`config.mk`:
```
export PLATFORM = sky130hd
export DESIGN_NAME = regfile_scoreboard_flat
export DESIGN_NICKNAME = d
export VERILOG_FILES = /design/src/rtl/regfile_scoreboard_if.sv /design/src/rtl/regfile_scoreboard.sv /design/src/flat_wrapper.sv
export SDC_FILE = /design/constraint.sdc
export NUM_CORES = 2
export LEC_CHECK = 0
export ABC_CLOCK_PERIOD_IN_PS = 54000
export CAP_MARGIN = 30
export CORE_MARGIN = 10
export CORE_UTILIZATION = 50
export DETAILED_ROUTE_END_ITERATION = 6
export PLACE_DENSITY_LB_ADDON = 0.3
export SKIP_LAST_GASP = 1
export SYNTH_ARGS = -nofsm -noshare
export SYNTH_HDL_FRONTEND = slang
export SYNTH_SLANG_ARGS = --single-unit
```
`constraint.sdc`:
```
create_clock -name clk -period 54 [get_ports clk]
set_input_delay 8.1 -clock clk [delete_from_list [all_inputs] [get_ports clk]]
set_output_delay 8.1 -clock clk [all_outputs]
set_load 0.01 [all_outputs]
```
`src/rtl/regfile_scoreboard_if.sv`:
```
// Bus between decode/writeback and the register file: two read ports, two write
// ports, issue port and scoreboard status.
interface regfile_scoreboard_if #(
    parameter int DATA_W = 32,
    parameter int ADDR_W = 5
);
    logic [ADDR_W-1:0] rd_addr1;
    logic [ADDR_W-1:0] rd_addr2;
    logic [DATA_W-1:0] rd_data1;
    logic [DATA_W-1:0] rd_data2;
    logic              rd_busy1;
    logic              rd_busy2;
    logic              wr0_en;
    logic [ADDR_W-1:0] wr0_addr;
    logic [DATA_W-1:0] wr0_data;
    logic              wr1_en;
    logic [ADDR_W-1:0] wr1_addr;
    logic [DATA_W-1:0] wr1_data;
    logic              iss_en;
    logic [ADDR_W-1:0] iss_addr;
    logic [ADDR_W:0]   busy_count;

    modport master (
        output rd_addr1, rd_addr2, wr0_en, wr0_addr, wr0_data,
               wr1_en, wr1_addr, wr1_data, iss_en, iss_addr,
        input  rd_data1, rd_data2, rd_busy1, rd_busy2, busy_count
    );

    modport slave (
        input  rd_addr1, rd_addr2, wr0_en, wr0_addr, wr0_data,
               wr1_en, wr1_addr, wr1_data, iss_en, iss_addr,
        output rd_data1, rd_data2, rd_busy1, rd_busy2, busy_count
    );
endinterface

```
`src/rtl/regfile_scoreboard.sv`:
```
// Two-read/two-write register file with optional write-to-read bypass and a
// per-register busy scoreboard plus occupancy counter for stall decisions.
module regfile_scoreboard #(
    parameter int DATA_W     = 32,
    parameter int ADDR_W     = 5,
    parameter int BYPASS     = 1,
    parameter int PRESET_IDX = 16,
    parameter int PRESET_VAL = 20
) (
    input logic                clk,
    input logic                reset,
    regfile_scoreboard_if.slave bus
);
    localparam int DEPTH = 2**ADDR_W;
    localparam int CW    = ADDR_W + 1;

    logic [DATA_W-1:0] regs [DEPTH];
    logic [DEPTH-1:0]  busy;
    logic [DEPTH-1:0]  busy_nxt;
    logic [CW-1:0]     busy_count_q;
    logic [CW-1:0]     count_nxt;

    logic w0, w1, iss, inc, d0, d1;

    // Writes and issues seen during reset are discarded, so they are not forwarded either.
    always_comb begin
        w0  = bus.wr0_en && (bus.wr0_addr != '0) && !reset;
        w1  = bus.wr1_en && (bus.wr1_addr != '0) && !reset;
        iss = bus.iss_en && (bus.iss_addr != '0) && !reset;
    end

    always_comb begin
        busy_nxt = busy;
        if (w0) busy_nxt[bus.wr0_addr] = 1'b0;
        if (w1) busy_nxt[bus.wr1_addr] = 1'b0;
        if (iss) busy_nxt[bus.iss_addr] = 1'b1;

        inc = iss && !busy[bus.iss_addr];
        d0  = w0 && busy[bus.wr0_addr] && !(iss && bus.iss_addr == bus.wr0_addr);
        // A second write to the same busy register must not decrement twice.
        d1  = w1 && busy[bus.wr1_addr] && !(iss && bus.iss_addr == bus.wr1_addr)
                 && !(w0 && bus.wr0_addr == bus.wr1_addr);
        count_nxt = busy_count_q + CW'(inc) - CW'(d0) - CW'(d1);
    end

    always_ff @(posedge clk or posedge reset) begin
        if (reset) begin
            for (int i = 0; i < DEPTH; i++) begin
                regs[i] <= (PRESET_IDX != 0 && i == PRESET_IDX) ? DATA_W'(PRESET_VAL) : '0;
            end
            busy         <= '0;
            busy_count_q <= '0;
        end else begin
            if (w0) regs[bus.wr0_addr] <= bus.wr0_data;
            if (w1) regs[bus.wr1_addr] <= bus.wr1_data;
            busy         <= busy_nxt;
            busy_count_q <= count_nxt;
        end
    end

    always_comb begin
        bus.rd_data1 = (bus.rd_addr1 == '0) ? '0 : regs[bus.rd_addr1];
        bus.rd_data2 = (bus.rd_addr2 == '0) ? '0 : regs[bus.rd_addr2];
        bus.rd_busy1 = busy[bus.rd_addr1];
        bus.rd_busy2 = busy[bus.rd_addr2];
        if (BYPASS != 0) begin
            if (w1 && bus.wr1_addr == bus.rd_addr1)      bus.rd_data1 = bus.wr1_data;
            else if (w0 && bus.wr0_addr == bus.rd_addr1) bus.rd_data1 = bus.wr0_data;
            if (w1 && bus.wr1_addr == bus.rd_addr2)      bus.rd_data2 = bus.wr1_data;
            else if (w0 && bus.wr0_addr == bus.rd_addr2) bus.rd_data2 = bus.wr0_data;
            // A same-cycle issue to the register keeps it busy.
            if (((w0 && bus.wr0_addr == bus.rd_addr1) || (w1 && bus.wr1_addr == bus.rd_addr1))
                && !(iss && bus.iss_addr == bus.rd_addr1))
                bus.rd_busy1 = 1'b0;
            if (((w0 && bus.wr0_addr == bus.rd_addr2) || (w1 && bus.wr1_addr == bus.rd_addr2))
                && !(iss && bus.iss_addr == bus.rd_addr2))
                bus.rd_busy2 = 1'b0;
        end
    end

    assign bus.busy_count = busy_count_q;
endmodule

```
`src/flat_wrapper.sv`:
```
// flat-port wrapper written by rule: the top's interface ports become plain ports
module regfile_scoreboard_flat 
#(
    parameter int DATA_W     = 32,
    parameter int ADDR_W     = 5,
    parameter int BYPASS     = 1,
    parameter int PRESET_IDX = 16,
    parameter int PRESET_VAL = 20
)
  (clk, reset, bus_rd_addr1, bus_rd_addr2, bus_wr0_en, bus_wr0_addr, bus_wr0_data, bus_wr1_en, bus_wr1_addr, bus_wr1_data, bus_iss_en, bus_iss_addr, bus_rd_data1, bus_rd_data2, bus_rd_busy1, bus_rd_busy2, bus_busy_count);
  regfile_scoreboard_if #(.DATA_W(DATA_W), .ADDR_W(ADDR_W)) bus_i ();
  input logic clk;
  input logic reset;
  input wire logic [$bits(bus_i.rd_addr1)-1:0] bus_rd_addr1;
  input wire logic [$bits(bus_i.rd_addr2)-1:0] bus_rd_addr2;
  input wire logic [$bits(bus_i.wr0_en)-1:0] bus_wr0_en;
  input wire logic [$bits(bus_i.wr0_addr)-1:0] bus_wr0_addr;
  input wire logic [$bits(bus_i.wr0_data)-1:0] bus_wr0_data;
  input wire logic [$bits(bus_i.wr1_en)-1:0] bus_wr1_en;
  input wire logic [$bits(bus_i.wr1_addr)-1:0] bus_wr1_addr;
  input wire logic [$bits(bus_i.wr1_data)-1:0] bus_wr1_data;
  input wire logic [$bits(bus_i.iss_en)-1:0] bus_iss_en;
  input wire logic [$bits(bus_i.iss_addr)-1:0] bus_iss_addr;
  output wire logic [$bits(bus_i.rd_data1)-1:0] bus_rd_data1;
  output wire logic [$bits(bus_i.rd_data2)-1:0] bus_rd_data2;
  output wire logic [$bits(bus_i.rd_busy1)-1:0] bus_rd_busy1;
  output wire logic [$bits(bus_i.rd_busy2)-1:0] bus_rd_busy2;
  output wire logic [$bits(bus_i.busy_count)-1:0] bus_busy_count;
  assign bus_i.rd_addr1 = bus_rd_addr1;
  assign bus_i.rd_addr2 = bus_rd_addr2;
  assign bus_i.wr0_en = bus_wr0_en;
  assign bus_i.wr0_addr = bus_wr0_addr;
  assign bus_i.wr0_data = bus_wr0_data;
  assign bus_i.wr1_en = bus_wr1_en;
  assign bus_i.wr1_addr = bus_wr1_addr;
  assign bus_i.wr1_data = bus_wr1_data;
  assign bus_i.iss_en = bus_iss_en;
  assign bus_i.iss_addr = bus_iss_addr;
  assign bus_rd_data1 = bus_i.rd_data1;
  assign bus_rd_data2 = bus_i.rd_data2;
  assign bus_rd_busy1 = bus_i.rd_busy1;
  assign bus_rd_busy2 = bus_i.rd_busy2;
  assign bus_busy_count = bus_i.busy_count;
  regfile_scoreboard #(.DATA_W(DATA_W), .ADDR_W(ADDR_W), .BYPASS(BYPASS), .PRESET_IDX(PRESET_IDX), .PRESET_VAL(PRESET_VAL)) u_core (.clk(clk), .reset(reset), .bus(bus_i));
endmodule
```
# After elaboration in Yosys (flattened, before gate mapping)

Index checks and enable logic that the tools add are counted.

Register bits: 1062
Input port bits: 94
Output and inout port bits: 72
Word-level logic and storage cells: 152

Add/subtract/negate cells: 3
Magnitude comparators: 14
Eq/ne operators: 9
Multiplexer cells: 41
Bitwise logic cells: 9
Reductions and logical operators: 42

Operator list:

| cell                 | count |
|---|---|
| $bwmux W1024         | 2 |
| $mux W1024           | 2 |
| $mux W32             | 15 |
| $bmux W32 S5         | 2 |
| $demux W32 S5        | 2 |
| $and A32 B32 Y32     | 2 |
| $not A32 Y32         | 2 |
| $eq A5 B5 Y1         | 9 |
| $or A32 B32 Y32      | 1 |
| $lt A5 B6 Y1 const B | 5 |
| $logic_and A1 B1 Y1  | 28 |
| $bmux W1 S5          | 5 |
| $ge A6 B6 Y1 const B | 4 |
| $not A5 Y6           | 4 |
| $demux W1 S5         | 3 |
| $ge A5 B1 Y1 const B | 3 |
| $reduce_bool A5 Y1   | 3 |
| $lt A6 B1 Y1 const B | 2 |
| $sub A6 B1 Y6        | 2 |
| $logic_not A5 Y1     | 2 |
| $mux W1              | 10 |
| $logic_not A1 Y1     | 7 |
| $add A6 B1 Y6        | 1 |
| $logic_or A1 B1 Y1   | 2 |

# Longest topological paths before layout

Depth in word-level cells: 11
Mapped depth: 15
Mapped depth without buffers: 13

# Least setup slack after synthesis

OpenSTA, ideal clock, no wires.

Path type: input-to-output
Start: input port reset
End: output port bus_rd_busy2
Arrival time: 32.720 ns
Required time: 45.900 ns
Path slack: 13.180 ns
Cell stages on the path: 5
Path buffers: 1
Cells stage by stage: buf_2 -> inv_1 -> nand2b_1 -> o32a_1 -> nor2_1

Longest elaborated chain between the ends: 6
Elaborated cells between the ends (all ways): 11
Those cells by class: 1 x mux; 10 x reduce/logical

RTL lines:

| what                                                          | line                                                                         | text |
|---|---|---|
| from (decl)                                                   | flat_wrapper.sv:13                                                           | `input logic reset;` |
| $logic_not A1 Y1 (*)                                          | regfile_scoreboard.sv:27, regfile_scoreboard.sv:28, regfile_scoreboard.sv:29 |  |
| $logic_and A1 B1 Y1 (on tied branches)                        | regfile_scoreboard.sv:27, regfile_scoreboard.sv:28, regfile_scoreboard.sv:29 |  |
| $logic_and A1 B1 Y1 (on tied branches)                        | regfile_scoreboard.sv:75, regfile_scoreboard.sv:76                           |  |
| $logic_or A1 B1 Y1 / $logic_not A1 Y1 (equally long branches) | regfile_scoreboard.sv:75, regfile_scoreboard.sv:76                           |  |
| $logic_and A1 B1 Y1 (*)                                       | regfile_scoreboard.sv:76                                                     | `&& !(iss && bus.iss_addr == bus.rd_addr2))` |
| $mux W1 (*)                                                   | regfile_scoreboard.sv:75                                                     | `if (((w0 && bus.wr0_addr == bus.rd_addr2) \|\| (w1 && bus.wr1_addr == bus.rd_addr2))` |
| to (decl)                                                     | flat_wrapper.sv:27                                                           | `output wire logic [$bits(bus_i.rd_busy2)-1:0] bus_rd_busy2;` |

Mark *: on every way between the ends. The rest lies on a longest branch, timed or not.

# Final worst setup path

Start: input port bus_wr1_addr[3]
End: output port bus_rd_data1[16]

Longest elaborated chain between the ends: 5
Elaborated cells between the ends (all ways): 6
Those cells by class: 1 x eq/ne; 1 x mux; 4 x reduce/logical

RTL lines:

| what                             | line                     | text |
|---|---|---|
| from (decl)                      | flat_wrapper.sv:20       | `input wire logic [$bits(bus_i.wr1_addr)-1:0] bus_wr1_addr;` |
| $reduce_bool A5 Y1               | regfile_scoreboard.sv:28 | `w1 = bus.wr1_en && (bus.wr1_addr != '0) && !reset;` |
| $logic_and A1 B1 Y1 (2 in a row) | regfile_scoreboard.sv:28 |  |
| $logic_and A1 B1 Y1 (*)          | regfile_scoreboard.sv:67 | `if (w1 && bus.wr1_addr == bus.rd_addr1) bus.rd_data1 = bus.wr1_data;` |
| $mux W32 (*)                     | regfile_scoreboard.sv:67 |  |
| to (decl)                        | flat_wrapper.sv:24       | `output wire logic [$bits(bus_i.rd_data1)-1:0] bus_rd_data1;` |

Marks and branches as above.

==> results.txt <==
Summing every instance area after synthesis gives 67500 sq um. The post-cts repair resize count is 0. The run gives 0.488 as the met2 global-route usage. STA puts the critical path data arrival time at 12.92 ns. For the pin with the worst max-slew slack, the measured transition is 1.14 ns. For this design the top-level I/O count stands at 166. The worst hold path stage count was 0; the met1 track demand over resource in global routing was 0.457.

The critical path is of the in2out type. TritonCTS built the clock tree. The count of cells in the finished layout, fillers not included, comes to 7971. The required time of the worst setup path came out at 45.90 ns. The tools report the effective utilization at floorplan as 0.505.

The synthesis-to-finish area growth is 10.7%, and the global-route met3 utilization is 0.138. After clock tree synthesis, the flow added hold-fix buffers numbering 0. The run gives 74800 sq um as the finished layout cell area.

The cell sitting at the root of the clock tree is a sky130_fd_sc_hd__clkbuf_16. The total of buffers placed on input and output ports is 165. In this run the worst path has a maximum fanout of 48. The clock insertion delay at the later pin of the skew report was 0.79 ns; the number of instances in the synthesized netlist was 6425.

The total number of yosys warnings was 0; the peak per-stage delay on the critical path was 0.76 ns. In this run the most critical hold path is launched from u_core.regs[1021]. Registers take 26600 sq um. The worst-case headroom to the max-slew limit was 0.239; the net count after synthesis was 6527. Final critical-path required period: 21.02 ns.

The ratio of cells with drive above 1 in the final layout is 0.172. For the final database, setup skew stands at 0.0449 ns. Setup repair after global routing left no endpoint under its margin. The die width is 387 microns, and the filler cell count in the final layout is 11128. The slowest stage of the critical path belongs to the cell sky130_fd_sc_hd__buf_4.

The first global-routing pass estimated 392000 microns of wire. The worst-case register-to-register setup slack is 50.10 ns. The most used flip-flop cell after synthesis is sky130_fd_sc_hd__dfrtp_1. The post-synthesis async set-or-reset flop share works out to 1.00. The first-iteration detailed-routing DRC count is 9971, and the total power per unit cell area is 35.5 nW/um^2. In this run the standard cell core region covers 134000 sq um. By count the netlist is led by sky130_fd_sc_hd__dfrtp_1, sky130_fd_sc_hd__mux2i_1, sky130_fd_sc_hd__nand2_1. The initial antenna violation count came out at 9. STA classifies the critical path startpoint as a primary input. For the maximum clock path buffer count, the log shows 3. The run finished, with violations left.

The via count of the first global-routing pass is 54800. For the power share of the clock group, the log shows 0.324. The achievable clock frequency came out at 47.6 MHz. Adding up every negative setup slack in the final design gives 0 ns. Yosys attributes the largest share of cell area to sky130_fd_sc_hd__dfrtp_1, sky130_fd_sc_hd__mux4_2, sky130_fd_sc_hd__mux2i_1. The logs give 32.2 nW for the standby leakage power and 3 for the count of H-tree levels built during CTS. The total vias in the final route was 57242; the maximum number of pins on one net before global-route repair was 113. The run gives 20 as the final routed DRC violation total. The layer flagged by global routing as most heavily used is met2. The netlist uses 74 different library cells.

The sequential share of the synthesized area came out at 0.394. In the final routed layout, each cell accounts on average for 34.1 microns. Internal power comes to 1.84 mW. For the number of clock sinks, the log shows 1062. The cell count of the worst reg-to-reg path works out to 12. The logs give 32.4 uV for the worst voltage drop across the vdd grid and 6205 for the net count reported at finish. HPWL reported at the end of detailed placement: 153000 microns.

The die covers 150000 sq um. The power consumption is 2.66 mW. After detailed routing, the total wire length is 272000 microns. The placed instances occupy a cell area of 70500 sq um. The clock transition time at the flip-flop clock pins of the worst setup and hold paths was 0.06 ns. The run gives 0 as the number of pins exceeding their max-slew limit in the final report. Each instance of the synthesized netlist takes up on average 10.5 sq um. The die outline height was 387 microns. The first detailed-routing pass ran for 7 iterations.

The area of the multi-input gates is 37500 sq um. Synthesized flop and latch total: 1062. The startpoint identified for the worst register-to-register timing path is u_core.busy[21]. The largest total area in the synthesized netlist belongs to sky130_fd_sc_hd__dfrtp_1. Summed over all nets, the switching power comes to 817 uW.

The number of routed nets with antenna violations came out at 0. The part of the power in registers is 0.429. Max-cap violations in this run came to 0. The final reports fail on DRC. The endpoint of the worst register-to-register path was u_core.bus.busy_count[5].

For the relative contribution of combinational cells to total power, the log shows 0.248. In the post-synthesis netlist, the cell with the most instances is sky130_fd_sc_hd__dfrtp_1. Hold timing on the final database bottoms out at a slack of 0.395 ns.

For this run the aggregate overflow at the end of global routing stands at 0. The buffers inserted during post-CTS setup optimization is 0, and the share of Yosys cell area claimed by the top area cell type is 0.393. The total track usage was 0.351.

Setup violations remaining at the end of the flow were counted as 0. The worst setup path is captured at an output port. For the number of clock buffers inserted by TritonCTS, the log shows 114. Post-route clock period utilization: 0.389. At the end of routability-driven placement, the weighted congestion stood at 0.903. The path class of the tightest hold or removal check is reg2reg. The tools report the number of placed instances with taps included as 7743. The count of standard-cell rows is 134. The mean number of vias per cell was 7.18. Counting flops with a built-in enable in the synthesized netlist gives 0. For the count of final hold-check violations, the log shows 0. Worst hold path endpoint: u_core.regs[1021]. The proportion of total power due to net switching is 0.308. Walking the worst path, the cells encountered are clkdlybuf4s50_1 -> or3_1 -> o31ai_4 -> or3_2 -> buf_4 -> nand3_2 -> buf_4 -> o211ai_1 -> clkdlybuf4s50_1.
-- power groups by stage --
stage | Clock, mW | Sequential (mW) | Combinational [mW]
global placement | 0 | 1.13 | 0.626
finish | 0.859 | 1.14 | 0.657
CTS | 0.857 | 1.13 | 0.647
floorplan | 0 | 1.09 | 0.494
global route | 0.891 | 1.16 | 0.707
detailed placement | 0 | 1.14 | 0.646
-- cells in the final DEF, fill, tap and decap left out, drive strengths merged, types with 26 or more instances in the layout --
master / count
a22oi: 65
clkinv: 26
nand3: 37
mux4: 519
nand2: 614
a21oi: 564
nor2: 580
and2: 32
mux2i: 1036
a221o: 31
xnor2: 29
nor4: 34
a22o: 30
nand4: 27
o21ai: 477
dfrtp: 1060
clkdlybuf4s50: 158
o22ai: 149
buf: 246
and3: 28
clkbuf: 162
-- layer usage --
| metal | part of all wire | up-vias | routed length (microns) |
|---|---|---|---|
| li1 | - | 22864 | - |
| met1 | 0.36 | 28226 | 97400 |
| met2 | 0.41 | 4919 | 112000 |
| met3 | 0.15 | 1217 | 41800 |
| met4 | 0.075 | 16 | 20300 |
| met5 | 0.0014 | - | 382 |
-- flip-flops by register name (all words and copies together), names as in the netlist --
| signal | cells |
|---|---|
| u_core.busy | 32 |
| u_core.regs | 1024 |
| u_core.bus.busy_count | 6 |
-- cell families (layout without fill, tap and decap cells) --
| kind of cell | count (synthesis) | in the layout | synth area share |
|---|---|---|---|
| simple gates | 1435 | 1435 | 0.0898 |
| compound gates | 1439 | 1439 | 0.122 |
| buf+inv | 863 | 636 | 0.0574 |
| flops | 1062 | 1062 | 0.394 |
| other cells | 0 | 5 | 0 |
| mux | 1569 | 1569 | 0.329 |
| xor+xnor | 49 | 49 | 0.00636 |
| fa+ha+maj | 8 | 8 | 0.00171 |
-- stage by stage --
stage           util  setup WS (ns)
5_1_grt        0.559          33.02
3_5_place_dp   0.527          33.20
4_1_cts        0.557          33.16
2_1_floorplan      -          13.18
3_3_place_gp   0.520          33.23
6_report       0.559          32.98
-- area by class of cell --
cell class,count,area share
timing repair buffer,405,0.0579
sequential,1062,0.355
clock inverter,50,0.00971
inverter,20,0.00110
multi-input combinational,4500,0.502
clock buffer,161,0.0440
antenna,5,0.000167
tap,1768,0.0296
-- how the worst max path moves through the flow --
| stage | startpoint | to | slack (ns) |
|---|---|---|---|
| floorplan | reset | bus_rd_busy2 | 13.18 |
| global placement | bus_wr1_addr[3] | bus_rd_data1[3] | 33.23 |
| detailed placement | bus_wr1_addr[2] | bus_rd_data1[3] | 33.20 |
| CTS | bus_wr1_addr[2] | bus_rd_data1[16] | 33.16 |
| global route | bus_wr1_addr[2] | bus_rd_data1[16] | 33.02 |
| finish | bus_wr1_addr[3] | bus_rd_data1[16] | 32.98 |
-- worst max-delay path: cells and delay by family --
| family | cells | cell delay (ns) |
|---|---|---|
| buf+inv | 4 | 2.59 |
| compound gates | 2 | 0.70 |
| simple gates | 3 | 1.45 |
Note: power is estimated with default switching activity, not from simulation.
